**config.mk**
```make
export PLATFORM = sky130hd
export DESIGN_NAME = lmg_drain_ctrl
export DESIGN_NICKNAME = d
export VERILOG_FILES = /design/src/rtl/lmg_drain_ctrl.sv
export SDC_FILE = /design/constraint.sdc
export NUM_CORES = 1
export LEC_CHECK = 0
export ABC_AREA = 0
export CAP_MARGIN = 15
export CORE_ASPECT_RATIO = 1.1
export CORE_MARGIN = 8
export CORE_UTILIZATION = 35
export CTS_BUF_LIST = sky130_fd_sc_hd__clkbuf_8 sky130_fd_sc_hd__clkbuf_16
export DETAILED_ROUTE_END_ITERATION = 6
export PLACE_DENSITY = 0.7
export SKIP_LAST_GASP = 1
export SYNTH_ARGS = -nofsm -noshare
export SYNTH_HDL_FRONTEND = slang
export SYNTH_SLANG_ARGS = --single-unit
```
**constraint.sdc**
```tcl
create_clock -name clk -period 8.65 [get_ports clk]
set_clock_uncertainty 0.15 [all_clocks]
set_input_delay 1.2975 -clock clk [delete_from_list [all_inputs] [get_ports clk]]
set_output_delay 1.2975 -clock clk [all_outputs]
set_load 0.01 [all_outputs]
```
**src/rtl/lmg_drain_ctrl.sv**
```systemverilog
// Drains the legal-move generator FIFO into RAM: one 18-bit move per word,
// followed by a move-count header and a zero terminator word.
`timescale 1ns/1ps
module lmg_drain_ctrl #(
    parameter int unsigned ADDR_WIDTH = 15,
    parameter int unsigned BASE_ADDR  = 16,
    parameter int unsigned MAX_MOVES  = 255
) (
    input  logic                  clk,
    input  logic                  reset,
    input  logic                  start,
    input  logic                  abort,
    output logic                  busy,
    output logic                  done,
    output logic                  overflow,
    output logic [7:0]            move_count,
    output logic                  lmg_reset,
    input  logic                  lmg_done,
    output logic                  lmg_rden,
    input  logic [151:0]          lmg_fifo_out,
    input  logic                  lmg_fifo_empty,
    output logic                  ram_wren,
    output logic [ADDR_WIDTH-1:0] ram_wraddr,
    output logic [31:0]           ram_wdata
);

    localparam int unsigned SLOT_W = 19;
    localparam int unsigned WORD_W = 152;

    typedef enum logic [3:0] {
        IDLE, LRST, WAIT, POP, LATCH, SCAN, HDR, TERM, DONE
    } state_t;

    state_t              state;
    logic [2:0]          cnt;
    logic [WORD_W-1:0]   wordReg;
    logic [2:0]          slotIdx;
    logic [SLOT_W-1:0]   nextSlot;
    logic                slotDue;
    logic [ADDR_WIDTH-1:0] moveAddr;

    // The slot shown during the coming SCAN cycle; slot 0 comes straight off
    // the FIFO so its write lands in the first SCAN cycle.
    always_comb begin
        slotIdx  = 3'(cnt + 3'd1);
        nextSlot = wordReg[SLOT_W*32'(slotIdx) +: SLOT_W];
        if (state == LATCH) begin
            nextSlot = lmg_fifo_out[SLOT_W-1:0];
        end
        slotDue  = (state == LATCH) || ((state == SCAN) && (cnt != 3'd7));
        moveAddr = ADDR_WIDTH'(BASE_ADDR) + ADDR_WIDTH'(move_count) + ADDR_WIDTH'(1);
    end

    always_ff @(posedge clk or posedge reset) begin
        if (reset) begin
            state      <= IDLE;
            cnt        <= 3'd0;
            wordReg    <= '0;
            busy       <= 1'b0;
            done       <= 1'b0;
            overflow   <= 1'b0;
            move_count <= 8'd0;
            lmg_reset  <= 1'b0;
            lmg_rden   <= 1'b0;
            ram_wren   <= 1'b0;
            ram_wraddr <= '0;
            ram_wdata  <= 32'd0;
        end else begin
            lmg_reset <= 1'b0;
            lmg_rden  <= 1'b0;
            ram_wren  <= 1'b0;
            if (abort) begin
                state <= IDLE;
                busy  <= 1'b0;
                done  <= 1'b0;
            end else begin
                case (state)
                    IDLE, DONE: begin
                        if (start) begin
                            state      <= LRST;
                            cnt        <= 3'd0;
                            busy       <= 1'b1;
                            done       <= 1'b0;
                            overflow   <= 1'b0;
                            move_count <= 8'd0;
                            lmg_reset  <= 1'b1;
                        end
                    end
                    LRST: begin
                        if (cnt == 3'd0) begin
                            cnt       <= 3'd1;
                            lmg_reset <= 1'b1;
                        end else begin
                            state <= WAIT;
                        end
                    end
                    WAIT: begin
                        if (lmg_done) begin
                            if (lmg_fifo_empty) begin
                                state      <= HDR;
                                ram_wren   <= 1'b1;
                                ram_wraddr <= ADDR_WIDTH'(BASE_ADDR);
                                ram_wdata  <= 32'(move_count);
                            end else begin
                                state    <= POP;
                                lmg_rden <= 1'b1;
                            end
                        end
                    end
                    POP: state <= LATCH;
                    LATCH: begin
                        wordReg <= lmg_fifo_out;
                        cnt     <= 3'd0;
                        state   <= SCAN;
                    end
                    SCAN: begin
                        if (cnt == 3'd7) begin
                            if (lmg_fifo_empty) begin
                                state      <= HDR;
                                ram_wren   <= 1'b1;
                                ram_wraddr <= ADDR_WIDTH'(BASE_ADDR);
                                ram_wdata  <= 32'(move_count);
                            end else begin
                                state    <= POP;
                                lmg_rden <= 1'b1;
                            end
                        end else begin
                            cnt <= slotIdx;
                        end
                    end
                    HDR: begin
                        state      <= TERM;
                        ram_wren   <= 1'b1;
                        ram_wraddr <= moveAddr;
                        ram_wdata  <= 32'd0;
                    end
                    TERM: begin
                        state <= DONE;
                        busy  <= 1'b0;
                        done  <= 1'b1;
                    end
                    default: state <= IDLE;
                endcase

                // Store a valid move, or flag it as dropped once the table is full
                if (slotDue && !nextSlot[SLOT_W-1]) begin
                    if (move_count < 8'(MAX_MOVES)) begin
                        ram_wren   <= 1'b1;
                        ram_wraddr <= moveAddr;
                        ram_wdata  <= {14'b0, nextSlot[SLOT_W-2:0]};
                        move_count <= 8'(move_count + 8'd1);
                    end else begin
                        overflow <= 1'b1;
                    end
                end
            end
        end
    end

endmodule
```
==> metrics.yaml <==
syn_inst: 695
p_per_area_mw_per_mm2: 310
period_share_pct: 49.4
antenna_found_initial: 5
path_cells: "buf_4 > inv_1 > ha_4 > mux4_2 > a22oi_2 > a21o_1 > buf_4 > inv_1 > a2bb2oi_1"
vias_per_cell: 5.16
die_area_mm2: 0.0341
die_y_um: 193
cts_buffers: 24
power_switching_w: 0.00121
ys_warn_count: 0
worstMarginPinSlew_ns: 1.03
grt_pass1_vias: 7061
required_ns: 8.87
overflow: 0
synthToLayoutAreaGrowth_pct: 32.8
r2r_slack_ns: 4.38
drt_iter0_drc: 350
synth_area_leaders: "dfrtp_1 (55%), mux2_2 (17%), mux4_2 (8.4%)"
post_cts_resized: 0
synth_edf_count: 0
vias: 6585
clkTransAtPathRegs_ns: 0.06
grt_util_met3_pct: 3.29
ff_latch_area_mm2: 0.00551
grt.busiest_layer: "met2"
syn-cell-area_mm2: 0.00995
ir_worst_vdd_v: 0.000159
grt_usage_pct: 15.1
cts_sinks: 220
h-tree-depth: 1
ios: 219
yosysUniqueCellTypes: 51
drv_cap: 0
ys_ff_latch: 220
initial_utilization_pct: 35.7
path_buf_inv: 4
grt_pass1_wl_um: 40600
tns_ns: 0
hp-class: "reg2reg"
crit_path_end_kind: "register"
async_flop_share_pct: 100
p_sw_share_pct: 29.5
internal_power_w: 0.00289
p_clk_share_pct: 25.5
reg2reg_to: "ram_wraddr[4]"
portBuffers: 218
die_w_um: 177
endpoint: "ram_wraddr[4]"
finalPower_w: 0.00410
rsz0062_at_grt: "no"
drt_first_pass_iters: 6
hold_buffers: 0
grtUsageMet1_pct: 20.2
cp.depth: 9
yosys.area.top_type: "dfrtp_1"
leakage_nw: 5.54
pwr-share-seq_pct: 40.6
coreArea_mm2: 0.0279
cp.arrival_ns: 4.50
drive_gt1_share_pct: 26.8
post_cts_buffers: 0
path_max_fanout: 42
nets: 1058
routed_wl_um: 26000
critPathMaxStageDelay_ns: 0.85
worstReg2RegStart: "cnt[0]"
nFillCells: 2498
status: "complete, no violations"
multi_input_area_mm2: 0.00414
synth_nets: 858
hold_violations: 0
critical_path_class: "reg2reg"
synth_top_flop_cell: "dfrtp_1"
final-max-slew-violation-count: 0
critPathSlowestCell: "ha_4"
cts_tree: "yes"
slew_headroom_pct: 31.6
syn_area_per_cell_um2: 14.3
fin_crit_ns: 4.27
rows: 64
ys_seq_area_share_pct: 55.3
drtAntennaViolNets: 0
setup_viol: 0
clock_path_buffers: 3
max_freq_mhz: 234
pwr-share-comb_pct: 33.9
worstRegToRegCells: 9
route.detailed.drc: 0
synth_top_area_share_pct: 55.3
crit_path_start: "cnt[0]"
cp_top_family: "buffers and inverters"
grt_max_degree: 153
finalWeightedCongestion: 0.838
startpoint_type: "register"
cts_root_buffer: "clkbuf_16"
grtUsageMet2_pct: 24.2
clock_latency_ns: 0.52
wl_per_cell_um: 20.4
dpl.hpwl_um: 18100
## cells by family after synthesis
group / Yosys count / synth area share [%]
DFF: 220 / 55.3
muxes: 215 / 28.2
and+or+nand+nor: 101 / 5.39
AOI/OAI and AO/OA: 86 / 6.71
buffers and inverters: 63 / 3.31
xor gates and xnor gates: 5 / 0.440
adders and majority gates: 5 / 0.629
## power groups by stage
| stage | logic (W) | clock network [W] | registers, W |
|---|---|---|---|
| finish | 0.00139 | 0.00105 | 0.00166 |
| global route | 0.00152 | 0.00113 | 0.00172 |
| CTS | 0.00141 | 0.00108 | 0.00166 |
| detailed placement | 0.00141 | 0 | 0.00168 |
| global placement | 0.00139 | 0 | 0.00166 |
| floorplan | 0.000987 | 0 | 0.00162 |
## worst reg2reg max path, cell delays in order, from the launching register on
cell	delay [ns]
dfrtp_2	0.34
buf_4	0.55
inv_1	0.23
ha_4	0.85
mux4_2	0.50
a22oi_2	0.27
a21o_1	0.63
buf_4	0.40
inv_1	0.10
a2bb2oi_1	0.13
## how the worst min path moves through the flow
stage,cells after the start,endpoint,slack [ns],start
global placement,1,ram_wraddr[11],0.32,ram_wraddr[11]
global route,1,ram_wraddr[12],0.36,ram_wraddr[12]
finish,1,ram_wdata[18],0.34,ram_wdata[18]
CTS,1,ram_wraddr[14],0.34,ram_wraddr[14]
floorplan,1,wordReg[0],0.33,wordReg[0]
detailed placement,1,ram_wraddr[14],0.32,ram_wraddr[14]
## per-stage QoR
stage	setup WS [ns]	hold WS, ns	std cells	utilization (%)	area, µm²
finish	4.38	0.337	1277	47.4	13200
global route	3.99	0.357	1276	47.4	13200
floorplan	1.18	0.325	695	-	9950
detailed placement	4.21	0.323	1232	44.5	12400
CTS	4.21	0.343	1274	47.4	13200
global placement	4.26	0.321	1232	44.5	12400
## placed cells by master, fill, tap and decap left out, drive strengths merged, types with 3 or more instances in the layout
cell	n
clkdlybuf4s50	218
nor2	18
nor4	3
a21oi	7
nand2b	4
ha	5
nand3	9
mux4	37
clkinv	3
o2bb2ai	12
diode	3
buf	6
and2	21
a22o	8
clkbuf	31
a21o	3
inv	17
xnor2	3
o211ai	3
nand2	27
o21ai	20
a211oi	12
dfrtp	220
mux2	152
mux2i	26
nor3	5
a221o	8
## final cells by class
| class | instances | share of cell area, % |
|---|---|---|
| clock buffer | 31 | 5.36 |
| sequential | 220 | 41.7 |
| multi-input combinational | 412 | 31.3 |
| timing repair buffer | 224 | 16.9 |
| clock inverter | 11 | 0.795 |
| inverter | 13 | 0.426 |
| antenna | 3 | 0.0568 |
| tap | 363 | 3.44 |
## flip-flops by register name, indices dropped and copies added (netlist names)
name / count
wordReg: 152
ram_wdata: 32
ram_wraddr: 15
move_count: 8
state: 4
cnt: 3
busy: 1
done: 1
lmg_rden: 1
lmg_reset: 1
overflow: 1
ram_wren: 1
## layer usage
metal  wire length [µm]  up-vias
li1                   -     2971
met1              11000     3369
met2              12700      194
met3               1750       45
met4                542        6
met5                 37        -
## Yosys cell counts, types with 7 or more instances
master,n
o21ai_0,20
buf_4,10
nor2_1,17
clkbuf_1,12
nand3_1,9
buf_2,20
o2bb2ai_1,12
a221o_1,8
mux4_2,37
mux2_2,152
mux2i_1,26
a211oi_1,12
a22o_1,8
nand2_1,27
a21oi_1,7
dfrtp_1,220
and2_1,21
inv_1,13
(Power assumes the default switching activity.)
